==> config.mk <==
export PLATFORM = sky130hd
export DESIGN_NAME = alu_pipe_unit
export DESIGN_NICKNAME = d
export VERILOG_FILES = /design/src/rtl/alu_pkg.sv /design/src/rtl/alu_pipe_unit_core.sv /design/src/rtl/alu_pipe_unit.sv
export SDC_FILE = /design/constraint.sdc
export NUM_CORES = 1
export LEC_CHECK = 0
export BUFFER_PORTS_ARGS = -buffer_cell sky130_fd_sc_hd__buf_4
export CAP_MARGIN = 30
export CORE_MARGIN = 1.5
export CORE_UTILIZATION = 53
export CTS_CLUSTER_SIZE = 25
export DETAILED_ROUTE_END_ITERATION = 16
export PLACE_DENSITY = 0.82
export SYNTH_ARGS = -nofsm -noshare
export SYNTH_HDL_FRONTEND = slang
export SYNTH_SLANG_ARGS = --single-unit
==> constraint.sdc <==
create_clock -name clk -period 5.55 [get_ports clk]
set_input_delay 0.2775 -clock clk [delete_from_list [all_inputs] [get_ports clk]]
set_output_delay 0.2775 -clock clk [all_outputs]
set_load 0.02 [all_outputs]
==> src/rtl/alu_pkg.sv <==
// ALU operation encodings and flag bundle shared by the EX-stage pipelined ALU.
package alu_pkg;

  localparam int ALU_OPCODE_LENGTH = 4;

  typedef enum logic [ALU_OPCODE_LENGTH-1:0] {
    ALU_AND  = 4'b0000,
    ALU_OR   = 4'b0001,
    ALU_ADD  = 4'b0010,
    ALU_XOR  = 4'b0011,
    ALU_SLL  = 4'b0100,
    ALU_SRL  = 4'b0101,
    ALU_SUB  = 4'b0110,
    ALU_SLT  = 4'b0111,
    ALU_SLTU = 4'b1000,
    ALU_SRA  = 4'b1001
  } alu_op_e;

  typedef struct packed {
    logic zero;
    logic carry;
    logic overflow;
    logic illegal;
  } flags_t;

endpackage

==> src/rtl/alu_pipe_unit_core.sv <==
// Combinational ALU datapath: one operation plus zero/carry/overflow/illegal flags.
module alu_core
  import alu_pkg::*;
#(
  parameter int DATA_WIDTH    = 32,
  parameter int OPCODE_LENGTH = ALU_OPCODE_LENGTH
) (
  input  logic [DATA_WIDTH-1:0]    a_i,
  input  logic [DATA_WIDTH-1:0]    b_i,
  input  logic [OPCODE_LENGTH-1:0] op_i,
  output logic [DATA_WIDTH-1:0]    result_o,
  output flags_t                   flags_o
);

  localparam int SHW = $clog2(DATA_WIDTH);
  localparam int MSB = DATA_WIDTH - 1;

  logic                  is_sub;
  logic [DATA_WIDTH-1:0] b_eff;
  logic [DATA_WIDTH:0]   sum;
  logic [SHW-1:0]        shamt;
  logic                  add_ovf;

  // SUB shares the adder as A + ~B + 1, so carry out means "no borrow"
  assign is_sub  = (op_i == OPCODE_LENGTH'(ALU_SUB));
  assign b_eff   = is_sub ? ~b_i : b_i;
  assign sum     = {1'b0, a_i} + {1'b0, b_eff} + {{DATA_WIDTH{1'b0}}, is_sub};
  assign shamt   = b_i[SHW-1:0];
  assign add_ovf = (a_i[MSB] == b_eff[MSB]) && (sum[MSB] != a_i[MSB]);

  always_comb begin
    result_o         = '0;
    flags_o          = '0;
    case (op_i)
      OPCODE_LENGTH'(ALU_AND):  result_o = a_i & b_i;
      OPCODE_LENGTH'(ALU_OR):   result_o = a_i | b_i;
      OPCODE_LENGTH'(ALU_XOR):  result_o = a_i ^ b_i;
      OPCODE_LENGTH'(ALU_SLL):  result_o = a_i << shamt;
      OPCODE_LENGTH'(ALU_SRL):  result_o = a_i >> shamt;
      OPCODE_LENGTH'(ALU_SRA):  result_o = $unsigned($signed(a_i) >>> shamt);
      OPCODE_LENGTH'(ALU_SLT):  result_o = {{(DATA_WIDTH-1){1'b0}}, $signed(a_i) < $signed(b_i)};
      OPCODE_LENGTH'(ALU_SLTU): result_o = {{(DATA_WIDTH-1){1'b0}}, a_i < b_i};
      OPCODE_LENGTH'(ALU_ADD), OPCODE_LENGTH'(ALU_SUB): begin
        result_o         = sum[MSB:0];
        flags_o.carry    = sum[DATA_WIDTH];
        flags_o.overflow = add_ovf;
      end
      default:                  flags_o.illegal = 1'b1;
    endcase
    flags_o.zero = (result_o == '0);
  end

endmodule

==> src/rtl/alu_pipe_unit.sv <==
// Pipelined EX-stage ALU: result computed before stage 1, later stages only delay,
// valid/ready handshake with bubble collapsing and a synchronous flush.
module alu_pipe_unit
  import alu_pkg::*;
#(
  parameter int DATA_WIDTH    = 32,
  parameter int OPCODE_LENGTH = ALU_OPCODE_LENGTH,
  parameter int STAGES        = 2,
  parameter int TAG_WIDTH     = 5
) (
  input  logic                     clk,
  input  logic                     rst_n,
  input  logic                     flush,
  input  logic                     in_valid,
  output logic                     in_ready,
  input  logic [DATA_WIDTH-1:0]    SrcA,
  input  logic [DATA_WIDTH-1:0]    SrcB,
  input  logic [OPCODE_LENGTH-1:0] Operation,
  input  logic [TAG_WIDTH-1:0]     in_tag,
  output logic                     out_valid,
  input  logic                     out_ready,
  output logic [DATA_WIDTH-1:0]    ALUResult,
  output logic [TAG_WIDTH-1:0]     out_tag,
  output logic                     Zero,
  output logic                     Carry,
  output logic                     Overflow,
  output logic                     Illegal
);

  logic [DATA_WIDTH-1:0] core_res;
  flags_t                core_flags;

  alu_core #(
    .DATA_WIDTH    (DATA_WIDTH),
    .OPCODE_LENGTH (OPCODE_LENGTH)
  ) u_core (
    .a_i      (SrcA),
    .b_i      (SrcB),
    .op_i     (Operation),
    .result_o (core_res),
    .flags_o  (core_flags)
  );

  logic [STAGES-1:0]     valid_q, valid_d;
  logic [STAGES-1:0]     ready;
  logic [STAGES-1:0]     load;
  logic [DATA_WIDTH-1:0] res_q [STAGES];
  logic [TAG_WIDTH-1:0]  tag_q [STAGES];
  flags_t                flg_q [STAGES];

  // ready_k = !valid_k || ready_{k+1}, unrolled as an OR accumulated from the output end
  always_comb begin
    logic acc;
    acc   = out_ready;
    ready = '0;
    for (int k = STAGES - 1; k >= 0; k--) begin
      acc      = acc | ~valid_q[k];
      ready[k] = acc;
    end
  end

  always_comb begin
    valid_d = valid_q;
    load    = '0;
    if (flush) begin
      valid_d = '0;
    end else begin
      if (ready[0]) begin
        valid_d[0] = in_valid;
        load[0]    = in_valid;
      end
      for (int k = 1; k < STAGES; k++) begin
        if (ready[k]) begin
          valid_d[k] = valid_q[k-1];
          load[k]    = valid_q[k-1];
        end
      end
    end
  end

  always_ff @(posedge clk or negedge rst_n) begin
    if (!rst_n) begin
      valid_q <= '0;
      for (int k = 0; k < STAGES; k++) begin
        res_q[k] <= '0;
        tag_q[k] <= '0;
        flg_q[k] <= '0;
      end
    end else begin
      valid_q <= valid_d;
      if (load[0]) begin
        res_q[0] <= core_res;
        tag_q[0] <= in_tag;
        flg_q[0] <= core_flags;
      end
      for (int k = 1; k < STAGES; k++) begin
        if (load[k]) begin
          res_q[k] <= res_q[k-1];
          tag_q[k] <= tag_q[k-1];
          flg_q[k] <= flg_q[k-1];
        end
      end
    end
  end

  assign in_ready  = ready[0];
  assign out_valid = valid_q[STAGES-1];
  assign ALUResult = res_q[STAGES-1];
  assign out_tag   = tag_q[STAGES-1];
  assign Zero      = flg_q[STAGES-1].zero;
  assign Carry     = flg_q[STAGES-1].carry;
  assign Overflow  = flg_q[STAGES-1].overflow;
  assign Illegal   = flg_q[STAGES-1].illegal;

endmodule

==> results of run 1 <==
-- per-layer routing --
metal	wire, um	GRT usage (%)	vias to the layer above
met1	21400	56.5	6303
li1	-	-	5879
met4	3970	26.0	0
met3	6410	9.91	191
met5	0	0	-
met2	24200	69.0	982
-- through the flow --
stage / instance area (um^2) / hold WS (ns) / setup slack [ns] / power [mW] / utilization (%)
global route: 14000 / 0.106 / 0.460 / 3.03 / 59.5
CTS: 14000 / 0.102 / 0.828 / 2.85 / 59.5
detailed placement: 13700 / 0.213 / 0.494 / 2.25 / 58.2
floorplan: 12800 / -0.0181 / 0.864 / 1.77 / -
global placement: 13700 / 0.456 / 0.568 / 2.21 / 57.9
finish: 14000 / 0.108 / 0.677 / 2.89 / 59.5
-- state kept, by name, summed over array words and instances, names as in the netlist --
| register | cells |
|---|---|
| ALUResult | 32 |
| Carry | 1 |
| Illegal | 1 |
| Overflow | 1 |
| Zero | 1 |
| flg_q | 4 |
| out_tag | 5 |
| res_q | 32 |
| tag_q | 5 |
| valid_q | 2 |
-- layout make-up --
cell class / count / area [um^2] / area share [%]
Timing Repair Buffer: 165 / 1310 / 9.32
Multi-Input combinational cell: 1269 / 9600 / 68.3
Antenna cell: 2 / 5.00 / 0.0356
Tap cell: 319 / 399 / 2.84
Inverter: 89 / 334 / 2.38
Clock buffer: 9 / 225 / 1.60
Sequential cell: 84 / 2100 / 15.0
Clock inverter: 7 / 76.3 / 0.543
-- worst max-delay path by stage --
| stage | slack, ns | cells after the start | from | endpoint |
|---|---|---|---|---|
| after global routing | 0.46 | 16 | Operation[3] | flg_q[7] |
| final | 0.68 | 16 | Operation[3] | flg_q[7] |
| after CTS | 0.83 | 16 | Operation[3] | flg_q[7] |
| after detailed placement | 0.49 | 16 | Operation[3] | flg_q[7] |
| after global placement | 0.57 | 15 | Operation[3] | flg_q[7] |
| after floorplan | 0.86 | 17 | Operation[1] | flg_q[7] |
-- what timing repair did --
| action | in CTS | in global routing |
|---|---|---|
| hold endpoints to repair | 25 | 0 |
| buffers inserted | 0 | 0 |
| hold buffers | 1 | 0 |
-- where the power goes --
| group | leakage (nW) | switching (mW) | internal (mW) | total (mW) |
|---|---|---|---|---|
| logic | 5.14 | 0.911 | 0.570 | 1.48 |
| clock network | 0.148 | 0.286 | 0.319 | 0.606 |
| registers | 1.09 | 0.0708 | 0.734 | 0.804 |
| total | 6.38 | 1.27 | 1.62 | 2.89 |
-- kinds of logic after synthesis --
group / count (synthesis) / synth area share [%]
adder cells (fa/ha/maj): 134 / 13.1
buffers and inverters: 238 / 8.93
multiplexers: 190 / 18.5
AND/OR/NAND/NOR: 454 / 16.8
AO/OA/AOI/OAI: 443 / 22.9
flip-flops: 84 / 16.4
XOR/XNOR: 48 / 3.28
-- placed cells by master (no fill, tap or decap), types with 10 or more instances in the layout --
| cell type | synthesis | layout |
|---|---|---|
| nand2_1 | 162 | 162 |
| buf_4 | 40 | 158 |
| ha_1 | 133 | 133 |
| nor2_1 | 110 | 109 |
| o21ai_0 | 104 | 104 |
| a21oi_1 | 97 | 97 |
| inv_1 | 88 | 88 |
| dfrtp_1 | 84 | 84 |
| mux2_2 | 82 | 82 |
| mux2i_1 | 80 | 80 |
| xnor2_1 | 43 | 43 |
| a211oi_1 | 39 | 39 |
| nand3_1 | 33 | 33 |
| mux4_2 | 24 | 24 |
| nor3_1 | 23 | 23 |
| o22ai_1 | 22 | 22 |
| nand2b_1 | 20 | 20 |
| nor2b_1 | 19 | 19 |
| o211ai_1 | 19 | 19 |
| a31oi_1 | 15 | 15 |
| o221ai_1 | 15 | 15 |
| a22oi_1 | 14 | 14 |
| a221oi_1 | 13 | 13 |
| nor4_1 | 13 | 13 |
| nand4_1 | 11 | 11 |
| or2_2 | 11 | 11 |
| a21o_1 | 10 | 10 |
==> load_flow_metrics.sql, run 1 <==
INSERT INTO impl_metrics (metric_group, metric, value, unit) VALUES
('route', 'routed-via-count', '13400', ''),
('worst_setup_path', 'cp.arrival', '5.12', 'ns'),
('worst_setup_path', 'worst_path_max_delay_cell', 'nor4bb_4', ''),
('floorplanning', 'initial_core_util', '54.2', '%'),
('yosys', 'cell_count_after_synthesis', '1591', ''),
('floorplanning', 'core.rowCount', '56', ''),
('global_route', 'grt_util_all_layers', '44.4', '%'),
('yosys', 'synth.net_count', '1803', ''),
('floorplanning', 'floorplan.die.height', '158', 'um'),
('clock_tree', 'worst_skew_pair.late_latency', '0.35', 'ns'),
('clock_tree', 'cts_inserted_buffers', '9', ''),
('cells_and_area', 'number_of_standard_cells_in_the_layout_taps_in_and_fillers_out', '1944', ''),
('floorplanning', 'die_width', '158', 'um'),
('min_path', 'hold_class', 'in -> reg', ''),
('clock_tree', 'tritoncts_clock_tree', 'yes', ''),
('clock_tree', 'ctsHtreeMaxLevel', '3', ''),
('route', 'detail-route-antenna-nets', '0', ''),
('timing', 'final_hold_viol_count', '0', ''),
('place', 'estimated_wirelength_of_the_detail_placed_design', '44300', 'um'),
('clock_tree', 'clkTransAtPathRegs', '0.07', 'ns'),
('yosys', 'synth_top_cell_by_area', 'dfrtp_1', ''),
('yosys', 'synth_top_area_share', '16.4', '%'),
('cells_and_area', 'final_net_count', '1830', ''),
('yosys', 'synth.area.top_cells', 'dfrtp_1, ha_1, mux2_2, mux2i_1, nand2_1', ''),
('global_route', 'gr-total-overflow', '0', ''),
('worst_setup_path', 'max_stage_delay', '0.66', 'ns'),
('route', 'detail_route.vias_per_cell', '6.87', ''),
('timing', 'final.period_utilization', '87.8', '%'),
('global_route', 'grt_start_max_net_pins', '65', ''),
('place', 'port_buf_inserts', '120', ''),
('global_route', 'first_pass_grt_wire_length', '81300', 'um'),
('route', 'route.detailed.drc', '0', ''),
('worst_setup_path', 'reg2reg_slack', '2.04', 'ns'),
('timing', 'fmax', '0.205', 'GHz'),
('yosys', 'synth_most_common_cell', 'nand2_1', ''),
('min_path', 'holdCritStartpoint', 'flush', ''),
('yosys', 'area_of_the_mapped_netlist', '0.0128', 'mm^2'),
('worst_setup_path', 'critical-path-top-cell-by-count', 'buf_4', ''),
('clock_tree', 'clkSinkCount', '84', ''),
('floorplanning', 'die_area', '0.0251', 'mm^2'),
('worst_setup_path', 'path_max_fanout', '21', ''),
('timing', 'setup_violations', '0', ''),
('yosys', 'synth_area_per_cell', '8.05', 'um^2'),
('route', 'wire_per_inst', '28.8', 'um'),
('worst_setup_path', 'ff2ff_path_depth', '11', ''),
('timing', 'finalCriticalPeriod', '4.87', 'ns'),
('yosys', 'synth_commonest_cells', 'nand2_1, ha_1, nor2_1', ''),
('route', 'detailedRoute.firstPassIterationCount', '6', ''),
('yosys', 'ys_dominant_reg_cell', 'dfrtp_1', ''),
('cells_and_area', 'final_layout_size_suffix_gt1_share', '19.3', '%'),
('worst_setup_path', 'cell_chain_critical_path', 'buf_4, nor4bb_4, buf_4, xnor2_1, ha_1, a21oi_1, o21ai_0, nor2_1, a31oi_1, a21o_1, nand4_1, a32oi_1, mux2i_1, a211oi_1, o211ai_1, o31ai_2', ''),
('route', 'detail_route.iter0.violations', '1653', ''),
('worst_setup_path', 'timing.rr.end', 'flg_q[7]', ''),
('worst_setup_path', 'setup.worst_path.start_class', 'input port', ''),
('yosys', 'synth-edff-count', '0', ''),
('timing', 'unrepaired_setup_endpoints_after_global_routing', 'no', ''),
('floorplanning', 'coreArea', '0.0236', 'mm^2'),
('floorplanning', 'io_pins', '121', ''),
('route', 'drt_wirelength', '56000', 'um'),
('global_route', 'grt_antenna_before_repair', '1', ''),
('power_and_ir_drop', 'vdd_drop_max', '0.171', 'mV'),
('timing', 'timing.setup.tns', '0', 'ns'),
('worst_setup_path', 'cp-end-kind', 'register', ''),
('global_route', 'grt_pass1_vias', '12300', ''),
('job', 'drv_cap', '0', ''),
('timing', 'max_slew.worst_pin.slew', '1.09', 'ns'),
('yosys', 'synth_cell_type_count', '82', ''),
('place', 'place_congestion', '1.09', ''),
('power_and_ir_drop', 'p_leak', '6.38', 'nW'),
('status', 'run_status', 'finished clean', ''),
('yosys', 'seq_area_frac_synth', '16.4', '%');
(Power assumes the default switching activity.)
==> run 2: changes to the inputs <==
Settings changed: CELL_PAD_IN_SITES_DETAIL_PLACEMENT set to 1, CELL_PAD_IN_SITES_GLOBAL_PLACEMENT set to 1, CORE_UTILIZATION 53 to 50, PLACE_DENSITY 0.82 to 0.95, SETUP_SLACK_MARGIN set to 0.02.
==> load_flow_metrics.sql, run 2 (same netlist as run 1, synthesis figures left out) <==
INSERT INTO impl_metrics (metric_group, metric, value, unit) VALUES
('worst_setup_path', 'cp-end-kind', 'register', ''),
('power_and_ir_drop', 'comb_power_share', '50.8', '%'),
('timing', 'final_hold_viol_count', '0', ''),
('power_and_ir_drop', 'power_density', '215', 'mW/mm^2'),
('global_route', 'grt_start_max_net_pins', '85', ''),
('route', 'detail-route-antenna-nets', '0', ''),
('clock_tree', 'worst_skew_pair.late_latency', '0.34', 'ns'),
('floorplanning', 'floorplan.die.height', '163', 'um'),
('job', 'drv_cap', '0', ''),
('cells_and_area', 'final_layout_size_suffix_gt1_share', '19.2', '%'),
('power_and_ir_drop', 'sw_power', '1.29', 'mW'),
('timing', 'setup_violations', '0', ''),
('clock_tree', 'max-clock-path-buffers', '2', ''),
('worst_setup_path', 'timing.setup.critical_path_class', 'in -> reg', ''),
('route', 'detail_route.vias_per_cell', '7.17', ''),
('power_and_ir_drop', 'vdd_drop_max', '0.315', 'mV'),
('power_and_ir_drop', 'pwr-share-clk', '22.1', '%'),
('floorplanning', 'coreArea', '0.0252', 'mm^2'),
('cells_and_area', 'final_common_cell', 'nand2_1', ''),
('worst_setup_path', 'cell_chain_critical_path', 'buf_4, nor4bb_4, buf_12, xnor2_1, ha_1, a21oi_1, o21ai_0, nor2_1, a21oi_1, o21ai_0, nor4_1, o311ai_0, nor3_1, nand4_1, or4_1, o31ai_2', ''),
('global_route', 'grt_pass1_vias', '14200', ''),
('route', 'detailedRoute.firstPassIterationCount', '8', ''),
('timing', 'max_slew.worst_pin.slew', '1.24', 'ns'),
('place', 'port_buf_inserts', '120', ''),
('clock_tree', 'clkSinkCount', '84', ''),
('clock_tree', 'clkTransAtPathRegs', '0.06', 'ns'),
('timing', 'final_critical_path_setup_slack', '0.672', 'ns'),
('worst_setup_path', 'crit_path_start', 'Operation[3]', ''),
('timing', 'final.period_utilization', '87.9', '%'),
('route', 'drt_wirelength', '61600', 'um'),
('power_and_ir_drop', 'sw_frac_of_total', '42.5', '%'),
('worst_setup_path', 'worst_path_max_delay_cell', 'or4_1', ''),
('place', 'place_congestion', '1.10', ''),
('worst_setup_path', 'reg2reg_slack', '2.01', 'ns'),
('worst_setup_path', 'setup.worst_path.end', 'flg_q[7]', ''),
('clock_tree', 'buffer_type_at_the_clock_tree_root', 'clkbuf_16', ''),
('floorplanning', 'io_pins', '121', ''),
('route', 'wire_per_inst', '31.6', 'um'),
('timing', 'finalCriticalPeriod', '4.88', 'ns'),
('clock_tree', 'ctsHtreeMaxLevel', '3', ''),
('global_route', 'grt_antenna_before_repair', '4', ''),
('worst_setup_path', 'required', '5.79', 'ns'),
('floorplanning', 'die_width', '163', 'um'),
('route', 'detail_route.iter0.violations', '1980', ''),
('timing', 'clock_skew', '0.0102', 'ns'),
('worst_setup_path', 'max_stage_delay', '0.57', 'ns'),
('power_and_ir_drop', 'p_leak', '6.38', 'nW'),
('worst_setup_path', 'timing.rr.end', 'flg_q[7]', ''),
('global_route', 'first_pass_grt_wire_length', '90700', 'um'),
('cells_and_area', 'postLayoutCoreUtil', '55.8', '%'),
('clock_tree', 'cts_inserted_buffers', '9', ''),
('place', 'post-place-ws', '0.593', 'ns'),
('floorplanning', 'initial_core_util', '50.9', '%'),
('route', 'routed-via-count', '14000', ''),
('timing', 'worst_slew_margin_rel', '16.4', '%'),
('status', 'run_status', 'finished clean', ''),
('floorplanning', 'die_area', '0.0266', 'mm^2'),
('cells_and_area', 'flow.area_growth_from_synthesis', '9.78', '%'),
('worst_setup_path', 'cp.arrival', '5.12', 'ns'),
('power_and_ir_drop', 'pwr-share-seq', '27.1', '%'),
('cells_and_area', 'highest_count_cells_in_the_layout_ignoring_fill_and_taps', 'nand2_1, buf_4, ha_1', ''),
('timing', 'unrepaired_setup_endpoints_after_global_routing', 'no', ''),
('worst_setup_path', 'regToRegStartpoint', 'valid_q[1]', ''),
('clock_tree', 'cts_resized', '0', ''),
('global_route', 'gr-total-overflow', '0', ''),
('cells_and_area', 'final_net_count', '1829', ''),
('clock_tree', 'tritoncts_clock_tree', 'yes', ''),
('worst_setup_path', 'path_max_fanout', '33', ''),
('min_path', 'hold_class', 'in -> reg', ''),
('worst_setup_path', 'setup.worst_path.start_class', 'input port', ''),
('route', 'route.detailed.drc', '0', ''),
('place', 'estimated_wirelength_of_the_detail_placed_design', '47000', 'um'),
('worst_setup_path', 'ff2ff_path_depth', '11', ''),
('timing', 'fmax', '0.205', 'GHz'),
('timing', 'timing.setup.tns', '0', 'ns'),
('floorplanning', 'core.rowCount', '58', ''),
('timing', 'finalMaxSlewViolations', '0', ''),
('cells_and_area', 'antennaDiodeCount', '0', ''),
('global_route', 'grt_util_all_layers', '45.7', '%'),
('power_and_ir_drop', 'internal_power', '1.74', 'mW');
[run 2: layout make-up]
type | instances | area [um^2]
multi-input combinational | 1269 | 9600
sequential | 84 | 2100
inverter | 89 | 334
clock inverter | 3 | 67.6
tap | 330 | 413
fill | 3065 | 11100
clock buffer | 13 | 270
timing repair buffer | 164 | 1280
[run 2: metrics by stage]
step           hold slack (ns)  power [mW]  cell area, um^2  cells
2_1_floorplan          -0.0181        1.77            12800   1591
4_1_cts                  0.110        2.96            14000   1949
3_3_place_gp             0.455        2.19            13700   1932
5_1_grt                  0.124        3.13            14100   1952
3_5_place_dp             0.468        2.27            13700   1933
6_report                 0.120        3.02            14100   1952
[run 2: repair_timing]
| action | 4_1_cts | 5_1_grt |
|---|---|---|
| hold buffers | 0 | 1 |
| buffers inserted | 0 | 0 |
| hold endpoints to repair | 0 | 6 |
[run 2: worst min path at each step]
stage / start / end / slack (ns) / cells past startpoint
2_1_floorplan: rst_n / ALUResult[0] / -0.02 / 0
3_3_place_gp: flush / valid_q[1] / 0.45 / 2
3_5_place_dp: flush / valid_q[0] / 0.47 / 2
4_1_cts: flush / valid_q[1] / 0.11 / 2
5_1_grt: flush / valid_q[1] / 0.12 / 2
6_report: flush / valid_q[1] / 0.12 / 2
[run 2: worst max-delay path, delay by kind of cell]
family | cells | cell delay [ns]
xor gates and xnor gates | 1 | 0.19
buffers and inverters | 2 | 0.46
adders and majority gates | 1 | 0.52
AOI/OAI and AO/OA | 6 | 1.59
and+or+nand+nor | 6 | 2.03
[run 2: metal layers]
layer  part of all wire, %  global-route usage (%)  vias up
li1                      -                       -     5838
met1                    38                    56.5     6839
met2                    45                    72.9     1031
met3                    11                    10.4      283
met4                   6.6                    26.7        4
met5                 0.052                       0        -
[run 2: power groups by stage]
stage	Combinational (mW)	Clock (mW)	Sequential [mW]
after floorplan	0.983	0	0.790
after global placement	1.39	0	0.803
after detailed placement	1.45	0	0.822
after CTS	1.48	0.673	0.817
after global routing	1.61	0.698	0.829
final	1.54	0.669	0.819
==> run 3: changes to the inputs <==
Settings changed: CAP_MARGIN 30 to 10, CORE_UTILIZATION 50 to 42, PLACE_DENSITY 0.95 to 0.89.
Clock period 5.55 ns to 3.9 ns, I/O delays scaled along.
==> load_flow_metrics.sql, run 3 (same netlist as run 1, synthesis figures left out) <==
INSERT INTO impl_metrics (metric_group, metric, value, unit) VALUES
('status', 'run_status', 'finished, violations left', ''),
('timing', 'max_slew.worst_pin.slew', '1.27', 'ns'),
('cells_and_area', 'number_of_standard_cells_in_the_layout_taps_in_and_fillers_out', '2399', ''),
('cells_and_area', 'flow.area_growth_from_synthesis', '36.8', '%'),
('power_and_ir_drop', 'pwr-share-clk', '18.7', '%'),
('place', 'place_congestion', '1.07', ''),
('power_and_ir_drop', 'power_density', '301', 'mW/mm^2'),
('timing', 'final_critical_path_setup_slack', '-0.800', 'ns'),
('floorplanning', 'io_pins', '121', ''),
('clock_tree', 'cts_inserted_buffers', '9', ''),
('timing', 'final.period_utilization', '121', '%'),
('clock_tree', 'clkTransAtPathRegs', '0.08', 'ns'),
('clock_tree', 'clkSinkCount', '84', ''),
('worst_setup_path', 'cp-end-kind', 'register', ''),
('cells_and_area', 'final_common_cell', 'buf_4', ''),
('timing', 'timing.hold.ws', '0.0329', 'ns'),
('worst_setup_path', 'path_max_fanout', '5', ''),
('power_and_ir_drop', 'sw_power', '2.46', 'mW'),
('worst_setup_path', 'cell_chain_critical_path', 'buf_8, nor4bb_4, buf_6, buf_4, clkbuf_16, xnor2_1, ha_2, and3_1, a211oi_2, buf_4, buf_12, and2_4, o311ai_4, a21oi_2, o21ai_1, xor2_1, a21oi_2, or4bb_1, or4_4, o31ai_4', ''),
('timing', 'unrepaired_setup_endpoints_after_global_routing', 'yes', ''),
('place', 'dp_cells', '2352', ''),
('worst_setup_path', 'timing.rr.end', 'flg_q[7]', ''),
('global_route', 'grt_util_all_layers', '52.9', '%'),
('cells_and_area', 'final_layout_size_suffix_gt1_share', '37.4', '%'),
('power_and_ir_drop', 'pwr-share-seq', '23.0', '%'),
('place', 'port_buf_inserts', '120', ''),
('floorplanning', 'die_area', '0.0316', 'mm^2'),
('worst_setup_path', 'ff2ff_path_depth', '11', ''),
('power_and_ir_drop', 'vdd_drop_max', '0.273', 'mV'),
('route', 'wire_per_inst', '36.5', 'um'),
('cells_and_area', 'final_net_count', '2210', ''),
('floorplanning', 'coreArea', '0.0298', 'mm^2'),
('global_route', 'grt_antenna_before_repair', '10', ''),
('route', 'detailedRoute.firstPassIterationCount', '6', ''),
('min_path', 'hold_class', 'in -> reg', ''),
('clock_tree', 'ctsHtreeMaxLevel', '3', ''),
('timing', 'finalMaxSlewViolations', '0', ''),
('power_and_ir_drop', 'p_leak', '8.36', 'nW'),
('timing', 'fmax', '0.213', 'GHz'),
('route', 'detail-route-antenna-nets', '0', ''),
('timing', 'clock_skew', '0.0245', 'ns'),
('worst_setup_path', 'regToRegStartpoint', 'valid_q[1]', ''),
('worst_setup_path', 'reg2reg_slack', '0.04', 'ns'),
('power_and_ir_drop', 'internal_power', '2.81', 'mW'),
('min_path', 'holdPathEnd', 'valid_q[0]', ''),
('timing', 'finalCriticalPeriod', '4.70', 'ns'),
('floorplanning', 'floorplan.die.height', '178', 'um'),
('route', 'drt_wirelength', '87500', 'um'),
('power_and_ir_drop', 'sw_frac_of_total', '46.7', '%'),
('route', 'route.detailed.drc', '0', ''),
('clock_tree', 'tritoncts_clock_tree', 'yes', ''),
('worst_setup_path', 'max_stage_delay', '0.58', 'ns'),
('min_path', 'holdCritStartpoint', 'flush', ''),
('job', 'drv_cap', '0', ''),
('power_and_ir_drop', 'comb_power_share', '58.3', '%'),
('global_route', 'gr-total-overflow', '0', ''),
('worst_setup_path', 'cp.arrival', '4.97', 'ns'),
('place', 'estimated_wirelength_of_the_detail_placed_design', '61500', 'um'),
('timing', 'setup_violations', '8', ''),
('floorplanning', 'initial_core_util', '43.0', '%'),
('cells_and_area', 'highest_count_cells_in_the_layout_ignoring_fill_and_taps', 'buf_4, nand2_1, ha_1', ''),
('worst_setup_path', 'setup.worst_path.start_class', 'input port', ''),
('global_route', 'grt_start_max_net_pins', '85', ''),
('timing', 'worst_slew_margin_rel', '14.9', '%'),
('route', 'detail_route.vias_per_cell', '7.02', ''),
('clock_tree', 'worst_skew_pair.late_latency', '0.37', 'ns'),
('route', 'detail_route.iter0.violations', '2376', ''),
('clock_tree', 'buffer_type_at_the_clock_tree_root', 'clkbuf_16', ''),
('global_route', 'first_pass_grt_wire_length', '120000', 'um'),
('timing', 'final_hold_viol_count', '0', ''),
('floorplanning', 'core.rowCount', '63', ''),
('floorplanning', 'die_width', '178', 'um'),
('min_path', 'worst_hold_path.num_cells', '2', ''),
('worst_setup_path', 'timing.setup.critical_path_class', 'in -> reg', ''),
('worst_setup_path', 'worst_path_max_delay_cell', 'or4_4', ''),
('clock_tree', 'max-clock-path-buffers', '2', ''),
('global_route', 'grt_pass1_vias', '17400', ''),
('worst_setup_path', 'required', '4.17', 'ns'),
('route', 'routed-via-count', '16800', ''),
('status', 'failed_checks', 'negative setup slack', '');
==> run 3: cell types whose count changed in the layout (fill, tap and decap cells not counted), moves of 6 or more <==
cell	change
a211oi_1	-8
a211oi_2	+8
a21oi_1	-9
a21oi_2	+8
buf_12	+9
buf_4	+368
diode_2	+6
o21ai_0	-8
==> run 3: final cells by class <==
| type | instances | area, um^2 |
|---|---|---|
| sequential | 84 | 2100 |
| tap | 390 | 488 |
| multi-input combinational | 1269 | 9980 |
| timing repair buffer | 545 | 4300 |
| clock buffer | 10 | 239 |
| clock inverter | 6 | 68.8 |
| inverter | 89 | 334 |
| fill | 3529 | 12300 |
| antenna | 6 | 15.0 |
==> run 3: critical path, delay by kind of cell <==
kind / cells / cell delay, ns
compound gates: 6 / 1.56
buf+inv: 6 / 0.84
xor+xnor: 2 / 0.27
fa+ha+maj: 1 / 0.25
simple gates: 5 / 1.83
==> run 3: power groups by stage <==
stage / sequential, mW / combinational (mW) / clock, mW
2_1_floorplan: 1.12 / 1.41 / 0
3_3_place_gp: 1.14 / 2.48 / 0
3_5_place_dp: 1.17 / 2.59 / 0
4_1_cts: 1.17 / 2.72 / 0.912
5_1_grt: 1.23 / 3.13 / 0.997
6_report: 1.21 / 3.07 / 0.985
==> run 3: metal layers <==
layer / up-vias / global-route usage [%] / part of all wire [%]
li1: 6613 / - / -
met1: 8145 / 59.2 / 35
met2: 1491 / 81.6 / 42
met3: 573 / 19.1 / 13
met4: 12 / 41.1 / 9.9
met5: - / 2.08 / 0.19
==> run 3: what timing repair did <==
item                                   4_1_cts  5_1_grt
hold buffers                                 0        0
endpoints found under the hold margin        0        0
gates resized for setup                     44       44
buffers inserted                             9       14
pin swaps                                   27       36
setup endpoints to repair                    6        8
gates cloned                                 1        1
==> run 3: through the flow <==
stage	power [mW]	util, %	TNS [ns]	setup slack, ns	area (um^2)
global route	5.36	58.8	-2.59	-0.836	17500
floorplan	2.53	-	0	0.0688	12900
global placement	3.62	55.5	-1.57	-0.880	16500
finish	5.27	58.8	-1.94	-0.800	17500
detailed placement	3.76	55.5	-3.38	-1.04	16500
CTS	4.80	57.6	-0.193	-0.188	17200
==> run 3: worst max path at each step <==
stage                 startpoint  endpoint  slack, ns  depth (start not counted)
finish              Operation[3]  flg_q[7]      -0.80                         20
global route        Operation[3]  flg_q[7]      -0.84                         17
CTS                 Operation[0]  flg_q[7]      -0.19                         17
detailed placement  Operation[3]  flg_q[7]      -1.04                         17
global placement    Operation[3]  flg_q[7]      -0.88                         17
floorplan           Operation[0]  flg_q[7]       0.07                         17
